**config.mk**
```make
export PLATFORM = sky130hd
export DESIGN_NAME = color_led_driver
export DESIGN_NICKNAME = d
export VERILOG_FILES = /design/src/rtl/color_led_pkg.sv /design/src/rtl/color_led_driver_pwm_channel.sv /design/src/rtl/color_led_driver.sv
export SDC_FILE = /design/constraint.sdc
export NUM_CORES = 1
export LEC_CHECK = 0
export CORE_UTILIZATION = 40
export CTS_CLUSTER_DIAMETER = 120
export DETAILED_ROUTE_END_ITERATION = 8
export GPL_TIMING_DRIVEN = 1
export PLACE_DENSITY = 0.53
export SLEW_MARGIN = 20
export SYNTH_ARGS = -nofsm -noshare
export SYNTH_HDL_FRONTEND = slang
export SYNTH_HIERARCHICAL = 1
export SYNTH_SLANG_ARGS = --single-unit
export TNS_END_PERCENT = 20
```
**constraint.sdc**
```tcl
create_clock -name clk -period 4.8 [get_ports clk]
set_clock_uncertainty 0.1 [all_clocks]
set_input_delay 0.96 -clock clk [delete_from_list [all_inputs] [get_ports clk]]
set_output_delay 0.96 -clock clk [all_outputs]
set_load 0.01 [all_outputs]
```
**src/rtl/color_led_pkg.sv**
```systemverilog
// Shared types and saturating duty arithmetic for the color LED driver.
// color_t matches the upstream Color FSM output encoding.
package color_led_pkg;

    typedef enum logic [1:0] {
        NONE = 2'h0,
        BLUE = 2'h1,
        RED  = 2'h2
    } color_t;

    typedef enum logic [1:0] {
        IDLE,
        FADE_IN,
        STEADY,
        FADE_OUT
    } led_state_t;

    // The one-bit-wider sum cannot overflow, so the clamp is exact.
    function automatic logic [31:0] sat_add(input logic [31:0] a,
                                            input logic [31:0] b,
                                            input logic [31:0] max);
        logic [32:0] sum;
        sum = {1'b0, a} + {1'b0, b};
        return (sum > {1'b0, max}) ? max : sum[31:0];
    endfunction

    function automatic logic [31:0] sat_sub(input logic [31:0] a,
                                            input logic [31:0] b);
        return (a > b) ? (a - b) : 32'd0;
    endfunction

    function automatic logic is_legal(input logic [1:0] code);
        return (code == BLUE) || (code == RED);
    endfunction

endpackage

```
**src/rtl/color_led_driver_pwm_channel.sv**
```systemverilog
// One PWM LED output: high while the shared counter is below this channel's duty.
module led_pwm_channel #(
    parameter int unsigned PWM_WIDTH = 8
) (
    input  logic                 clk,
    input  logic                 rst_n,
    input  logic [PWM_WIDTH-1:0] pwm_cnt,
    input  logic [PWM_WIDTH-1:0] duty,
    input  logic                 pwm_en,
    output logic                 led
);

    always_ff @(posedge clk or negedge rst_n) begin
        if (!rst_n) begin
            led <= 1'b0;
        end else begin
            led <= pwm_en && (pwm_cnt < duty);
        end
    end

endmodule

```
**src/rtl/color_led_driver.sv**
```systemverilog
// Two-channel PWM LED driver that cross-fades between Blue and Red:
// the owning channel ramps down to zero before the new color ramps up.
module color_led_driver
    import color_led_pkg::*;
#(
    parameter int unsigned PWM_WIDTH = 8,
    parameter int unsigned FADE_STEP = 16
) (
    input  logic       clk,
    input  logic       rst_n,
    input  logic [1:0] color_in,
    input  logic       pwm_en,
    output logic       led_blue,
    output logic       led_red,
    output logic [1:0] cur_color,
    output logic       busy,
    output logic       err
);

    localparam logic [PWM_WIDTH-1:0] DUTY_MAX = '1;

    led_state_t           state;
    color_t               cur;
    color_t               pending;
    logic [PWM_WIDTH-1:0] pwm_cnt;
    logic [PWM_WIDTH-1:0] duty_blue;
    logic [PWM_WIDTH-1:0] duty_red;
    logic [PWM_WIDTH-1:0] own_duty;
    logic [PWM_WIDTH-1:0] up_duty;
    logic [PWM_WIDTH-1:0] dn_duty;
    logic                 wrap_tick;

    assign wrap_tick = pwm_en && (pwm_cnt == DUTY_MAX);
    assign own_duty  = (cur == RED) ? duty_red : duty_blue;
    assign up_duty   = PWM_WIDTH'(sat_add(32'(own_duty), FADE_STEP, 32'(DUTY_MAX)));
    assign dn_duty   = PWM_WIDTH'(sat_sub(32'(own_duty), FADE_STEP));
    assign busy      = (state == FADE_IN) || (state == FADE_OUT);
    assign cur_color = cur;

    always_ff @(posedge clk or negedge rst_n) begin
        if (!rst_n) begin
            pending <= NONE;
            err     <= 1'b0;
        end else begin
            err <= !is_legal(color_in);
            if (is_legal(color_in)) begin
                pending <= color_t'(color_in);
            end
        end
    end

    // Counter, FSM and duties advance together and freeze while pwm_en is low.
    always_ff @(posedge clk or negedge rst_n) begin
        if (!rst_n) begin
            state     <= IDLE;
            cur       <= NONE;
            pwm_cnt   <= '0;
            duty_blue <= '0;
            duty_red  <= '0;
        end else if (pwm_en) begin
            pwm_cnt <= pwm_cnt + PWM_WIDTH'(1);
            case (state)
                IDLE: begin
                    if (pending != NONE) begin
                        cur   <= pending;
                        state <= FADE_IN;
                    end
                end
                FADE_IN: begin
                    if (wrap_tick) begin
                        if (cur == RED) duty_red  <= up_duty;
                        else            duty_blue <= up_duty;
                        if (up_duty == DUTY_MAX) state <= STEADY;
                    end
                end
                STEADY: begin
                    if (pending != cur) state <= FADE_OUT;
                end
                FADE_OUT: begin
                    // A reversal resumes ramping up from wherever the duty is now.
                    if (pending == cur) begin
                        state <= FADE_IN;
                    end else if (wrap_tick) begin
                        if (cur == RED) duty_red  <= dn_duty;
                        else            duty_blue <= dn_duty;
                        if (dn_duty == '0) begin
                            cur   <= pending;
                            state <= FADE_IN;
                        end
                    end
                end
                default: state <= IDLE;
            endcase
        end
    end

    led_pwm_channel #(.PWM_WIDTH(PWM_WIDTH)) u_blue (
        .clk     (clk),
        .rst_n   (rst_n),
        .pwm_cnt (pwm_cnt),
        .duty    (duty_blue),
        .pwm_en  (pwm_en),
        .led     (led_blue)
    );

    led_pwm_channel #(.PWM_WIDTH(PWM_WIDTH)) u_red (
        .clk     (clk),
        .rst_n   (rst_n),
        .pwm_cnt (pwm_cnt),
        .duty    (duty_red),
        .pwm_en  (pwm_en),
        .led     (led_red)
    );

endmodule

```
; ---- Word level (Yosys, flattened, before mapping)
; Cells that the tools add are included.
[classes]
addsub = 3
magnitude_cmp = 4
eq_ne = 23
n_mux = 28
n_reduce_logical = 15
[op_table]
columns = cell, count
row1 = 2-to-1 mux 8 bit, 13
row2 = one-hot mux 8 bit (2 select lines), 2
row3 = 2-to-1 mux 2 bit, 11
row4 = AND reduction 7 bit, 3
row5 = != test 2 bit (second input constant), 9
row6 = equality test 8 bit (second input constant), 2
row7 = < comparator 8 bit, 2
row8 = adder 8 x 5 -> 9 bit (second input constant), 1
row9 = greater-than comparator 9 x 8 -> 1 bit (second input constant), 1
row10 = adder 8 x 1 -> 8 bit (second input constant), 1
row11 = equality test 2 bit (second input constant), 4
row12 = greater-than comparator 8 x 5 -> 1 bit (second input constant), 1
row13 = zero test 8 bit, 1
row14 = one-hot mux 2 bit (4 select lines), 1
row15 = subtractor 8 x 5 -> 8 bit (second input constant), 1
row16 = AND reduction 6 bit, 1
row17 = nonzero test 2 bit, 3
row18 = equality test 2 x 1 -> 1 bit (second input constant), 2
row19 = != test 2 x 1 -> 1 bit (second input constant), 2
row20 = one-hot mux 2 bit (2 select lines), 1
row21 = logical AND 1 bit, 3
row22 = != test 3 x 1 -> 1 bit (second input constant), 1
row23 = != test 3 x 2 -> 1 bit (second input constant), 1
row24 = equality test 2 bit, 1
row25 = 4 further kinds, 5
[word_totals]
reg_bits = 33
inputBits = 5
out_inout_bits = 6
elab_cells = 82

; ---- Longest topological paths before layout
[logic_depth]
ltp_word = 9
depth_mapped = 11
mapped_depth_nobuf = 10

; ---- Hierarchy
; Netlist, hierarchy kept.
[modules_own_cells]
columns = module, instances, cells_per_inst, area_per_inst_um2, seq_area_each_um2
row1 = color_led_driver, 1, 204, 1965.6, 775.7
row2 = led_pwm_channel, 2, 27, 209.0, 25.0

; ---- Worst setup path after synthesis
; Ideal clock, no wire load.
[synth_timing]
path_kind = reg2reg
start = register cur[1], in the netlist cur_color[1]
end = register state[1]
setup_time_ns = 0.125
t_arrival_ns = 2.723
required_time_ns = 4.575
slack_ns = 1.852
path_stages_with_launch = 11
n_path_buf = 1
period_less_slack_ns = 2.948
path_cell_list = dfrtp_1 -> nor2b_1 -> buf_2 -> mux2i_1 -> inv_1 -> ha_1 -> nor4b_1 -> o21ai_1 -> o311a_1 -> or3_4 -> mux2_4
[synth_between]
elab_chain_len = 8
elab_cells_between_ends = 19
classes_between = add/sub: 2 / order compare: 2 / eq/ne: 8 / mux: 5 / reduce/logical: 2
[synth_lines]
columns = item, line
row1 = "start, declared", color_led_driver.sv:23  ; color_t cur;
row2 = "start signal, assigned", color_led_driver.sv:65  ; cur <= pending;
row3 = "start signal, assigned", color_led_driver.sv:87  ; cur <= pending;
row4 = equality test 2 bit, color_led_driver.sv:34  ; assign own_duty = (cur == RED) ? duty_red : duty_blue;
row5 = 2-to-1 mux 8 bit, color_led_driver.sv:34
row6 = adder 8 x 5 -> 9 bit, color_led_pkg.sv:23  ; sum = {1'b0, a} + {1'b0, b};
row7 = greater-than comparator 9 x 8 -> 1 bit, color_led_pkg.sv:24  ; return (sum > {1'b0, max}) ? max : sum[31:0];
row8 = 2-to-1 mux 8 bit, color_led_pkg.sv:24
row9 = equality test 8 bit, color_led_driver.sv:73  ; if (up_duty == DUTY_MAX) state <= STEADY;
row10 = != test 2 x 1 -> 1 bit (no source line), --
row11 = AND reduction 7 bit (no source line), --
row12 = "end signal, assigned", color_led_driver.sv:73
row13 = "end signal, assigned", color_led_driver.sv:77  ; if (pending != cur) state <= FADE_OUT;
row14 = "end signal, assigned", color_led_driver.sv:82  ; state <= FADE_IN;
row15 = "end, declared", color_led_driver.sv:22  ; led_state_t state;
; Parallel ways exist; a longest one is shown, timed or not.
; A chain may end at the register's enable or synchronous reset.

; ---- Worst setup path in the final report
[layout_timing]
start = input pwm_en
end = register state[1]
[layout_between]
elab_chain_len = 3
elab_cells_between_ends = 4
classes_between = eq/ne: 2 / reduce/logical: 2
[layout_lines]
columns = item, line
row1 = "start, declared", color_led_driver.sv:12  ; input logic pwm_en,
row2 = logical AND 1 bit, color_led_driver.sv:33  ; assign wrap_tick = pwm_en && (pwm_cnt == DUTY_MAX);
row3 = != test 3 x 2 -> 1 bit (no source line) or != test 2 bit (tied branches), --
row4 = AND reduction 7 bit (no source line) *, --
row5 = "end signal, assigned", color_led_driver.sv:55  ; state <= IDLE;
row6 = "end signal, assigned", color_led_driver.sv:66  ; state <= FADE_IN;
row7 = "end signal, assigned", color_led_driver.sv:73
; Mark *: on every way between the ends. The rest lies on a longest branch, timed or not.

==> impl_metrics.env <==
export IMPL_final_nets=299
export IMPL_grt_overflow_total=0
export IMPL_period_share_pct=69.46
export IMPL_yosys_area_top_type_share_pct=34.65
export IMPL_yosys_top_cells_area="dfrtp_1 35%, ha_1 12%, mux2i_1 4.6%"
export IMPL_clockBufferDepth=2
export IMPL_cpMaxStageDelayCell="clkdlybuf4s50_1"
export IMPL_grt_first_pass_wirelength_um=9411
export IMPL_status="completed"
export IMPL_hold_start="pwm_cnt[7]"
export IMPL_die_w_um=79.20
export IMPL_syn_cell_area_um2=2384
export IMPL_setup_ws_ns=1.466
export IMPL_first_global_vias=1875
export IMPL_firstDrtPassIters=4
export IMPL_start_kind="input pin"
export IMPL_numCtsBuffers=5
export IMPL_cp_depth=7
export IMPL_cts_max_level=2
export IMPL_preCtsSetupSlack_ns=1.160
export IMPL_path_class="input pin to flop"
export IMPL_fp_dieH_um=79.20
export IMPL_path_common_cell="or3_4"
export IMPL_rsz0062_at_grt="no"
export IMPL_yosysTopAreaCell="dfrtp_1"
export IMPL_yosysWarnings=6
export IMPL_grt_max_degree=34
export IMPL_syn_nets=285
export IMPL_grt_usage_pct=20.05
export IMPL_avgRoutedWirePerCell_um=16.11
export IMPL_r2r_cells=10
export IMPL_diodes=0
export IMPL_routed_wirelength_um=5558
export IMPL_path_buf_inv=1
export IMPL_fmax_mhz=299.9
export IMPL_gp_congestion=0.8488
export IMPL_worst_pin_slew_ns=0.6647
export IMPL_syn2layout_area_growth_pct=13.12
export IMPL_ir_drop_mv=0.2014
export IMPL_relSlewSlack_pct=55.69
export IMPL_ys_seq_elements=33
export IMPL_maxCapViolations=0
export IMPL_vias=1907
export IMPL_startpoint="pwm_en"
export IMPL_synth_distinct_cells=41
export IMPL_r2r_start="cur_color[1]"
export IMPL_hold_buffers=0
export IMPL_crit_fanout=10
export IMPL_seq_area_frac_synth_pct=34.65
export IMPL_fin_crit_ns=3.334
export IMPL_post_cts_resized=0
export IMPL_cp_top_family="simple AND/OR/NAND/NOR gates"
export IMPL_worstPathRequired_ns=4.88
export IMPL_whs_path_depth=1
export IMPL_setup_tns_final_ns=0
export IMPL_avgSynthCellArea_um2=9.239
export IMPL_start_util_pct=42.50
export IMPL_hpwlAfterDp_um=4099
export IMPL_slowest_delay_ns=0.72
export IMPL_cts_sinks=33
export IMPL_root_buffer="clkbuf_8"
export IMPL_numPortBuffers=10
export IMPL_clock_latency_ns=0.29
export IMPL_path_clk_slew_ns=0.07
export IMPL_drv_slew=0
export IMPL_dieArea_um2=6272
export IMPL_drc=0
export IMPL_worst_setup_path_end_kind="flop"
export IMPL_layout_drive_gt1_share_pct=12.82
export IMPL_pin_count=11
export IMPL_cellPowerDensity_nw_per_um2=337.1
export IMPL_fp_row_count=27
export IMPL_cts_setup_buffers=0
export IMPL_cts_tree="yes"
export IMPL_setup_violations=0
export IMPL_finalHoldViolCount=0
export IMPL_antenna_found_initial=0
export IMPL_syn_inst=258
export IMPL_arrival_ns=3.41
export IMPL_drt_iter0_drc=89
export IMPL_ant_nets=0
export IMPL_vias_per_cell=5.528
export IMPL_hp_class="flop to flop"
export IMPL_leakagePower_uw=0.001198
export IMPL_path_cells="clkdlybuf4s50_1 -> nand4_4 -> or3_4 -> or3_1 -> o311a_1 -> or3_4 -> mux2_4"
export IMPL_coreArea_um2=5608
## cells in the final DEF (no fill, tap or decap), types with 4 or more instances in the layout
cell and n:
dfrtp_1 33, nor2_1 28, ha_1 22, inv_1 20
nand2_1 16, a21oi_1 15, o21ai_0 13, mux2i_1 11
clkdlybuf4s50_1 10, nand4_1 9, mux2_2 9, nor2b_1 8
xor2_1 7, nand3_1 7, xnor2_1 6, a31oi_1 5
clkbuf_8 5, buf_4 5, o22ai_1 4
## registers in the layout, indices dropped and copies added, names as in the netlist
register,flops
duty_red,8
u_blue/led,1
state,2
err,1
pending,2
duty_blue,8
pwm_cnt,8
cur_color,2
u_red/led,1
## cell families (layout without fill, tap and decap cells)
group / count (synthesis) / after routing / share of synthesized area (%)
and+or+nand+nor: 88 / 88 / 19.90
buffers and inverters: 28 / 43 / 5.196
muxes: 21 / 21 / 9.501
adders and majority gates: 22 / 22 / 11.55
DFF: 33 / 33 / 34.65
xor gates and xnor gates: 13 / 13 / 4.777
AOI/OAI and AO/OA: 53 / 53 / 14.44
## final cells by class
type,instances,area [um2]
fillers,564,2912
flip-flops and latches,33,825.8
clock buffers,5,68.82
inverters,20,75.07
multi-input cells,197,1434
repair buffers,15,137.6
clock inverters,3,65.06
well taps,72,90.09
## report_power, final
part	internal, uW	switching (uW)	leakage (uW)
Sequential	315	64.8	0.000436
Clock	206	107	0.0000681
Combinational	113	103	0.000694
Total	634	275	0.00120
## routing by layer
layer | global-route usage, % | part of all wire (%) | vias to the layer above
li1 | - | - | 950
met1 | 26.67 | 48 | 913
met2 | 32.24 | 46 | 39
met3 | 3.908 | 4.8 | 5
met4 | 7.091 | 1.1 | 0
met5 | 0 | 0 | -
## worst paths after layout
path | slack [ns] | endpoint
max | 1.47 | state[1]
max reg2reg | 1.53 | state[1]
min | 0.46 | pwm_cnt[7]
max in group asynchronous | 3.30 | duty_blue[1]
min reg2reg | 0.46 | pwm_cnt[7]
min in group asynchronous | 0.98 | u_blue/led
## stage by stage
stage	hold slack, ns	cells	util [%]	total power, uW	instance area (um2)
3_5_place_dp	0.4613	337	45.69	604.3	2562
4_1_cts	0.4731	345	48.08	922.1	2696
3_3_place_gp	0.4669	337	45.69	600.7	2562
6_report	0.4617	345	48.08	908.9	2696
2_1_floorplan	0.3973	258	-	530.0	2384
5_1_grt	0.4840	345	48.08	974.1	2696
## synth_stat cells
library cell,count
dfrtp_1,33
nor2_1,28
ha_1,22
inv_1,20
nand2_1,16
a21oi_1,15
o21ai_0,13
mux2i_1,11
mux2_2,9
nand4_1,9
nor2b_1,8
nand3_1,7
xor2_1,7
xnor2_1,6
a31oi_1,5
o22ai_1,4
buf_2,3
nor4b_1,3
o21ai_1,3
or2_2,3
or3_1,3
a2111oi_2,2
a211oi_1,2
a211oi_2,2
buf_4,2
clkbuf_1,2
nand2b_1,2
nor3_1,2
nor3b_2,2
o311a_1,2
or3_4,2
a211o_1,1
a21boi_0,1
a311oi_1,1
a31o_1,1
and3_1,1
buf_6,1
mux2_4,1
nand4_4,1
nor4_1,1
o41ai_1,1
## worst register-to-register path: cells and delay by family, from the launching register on
family	cells	cell delay, ns
AO/OA/AOI/OAI	2	0.49
adder cells (fa/ha/maj)	1	0.37
buffers and inverters	2	0.33
flip-flops	1	0.41
multiplexers	2	0.58
AND/OR/NAND/NOR	3	0.89
Power figures use the tool's default switching activity.
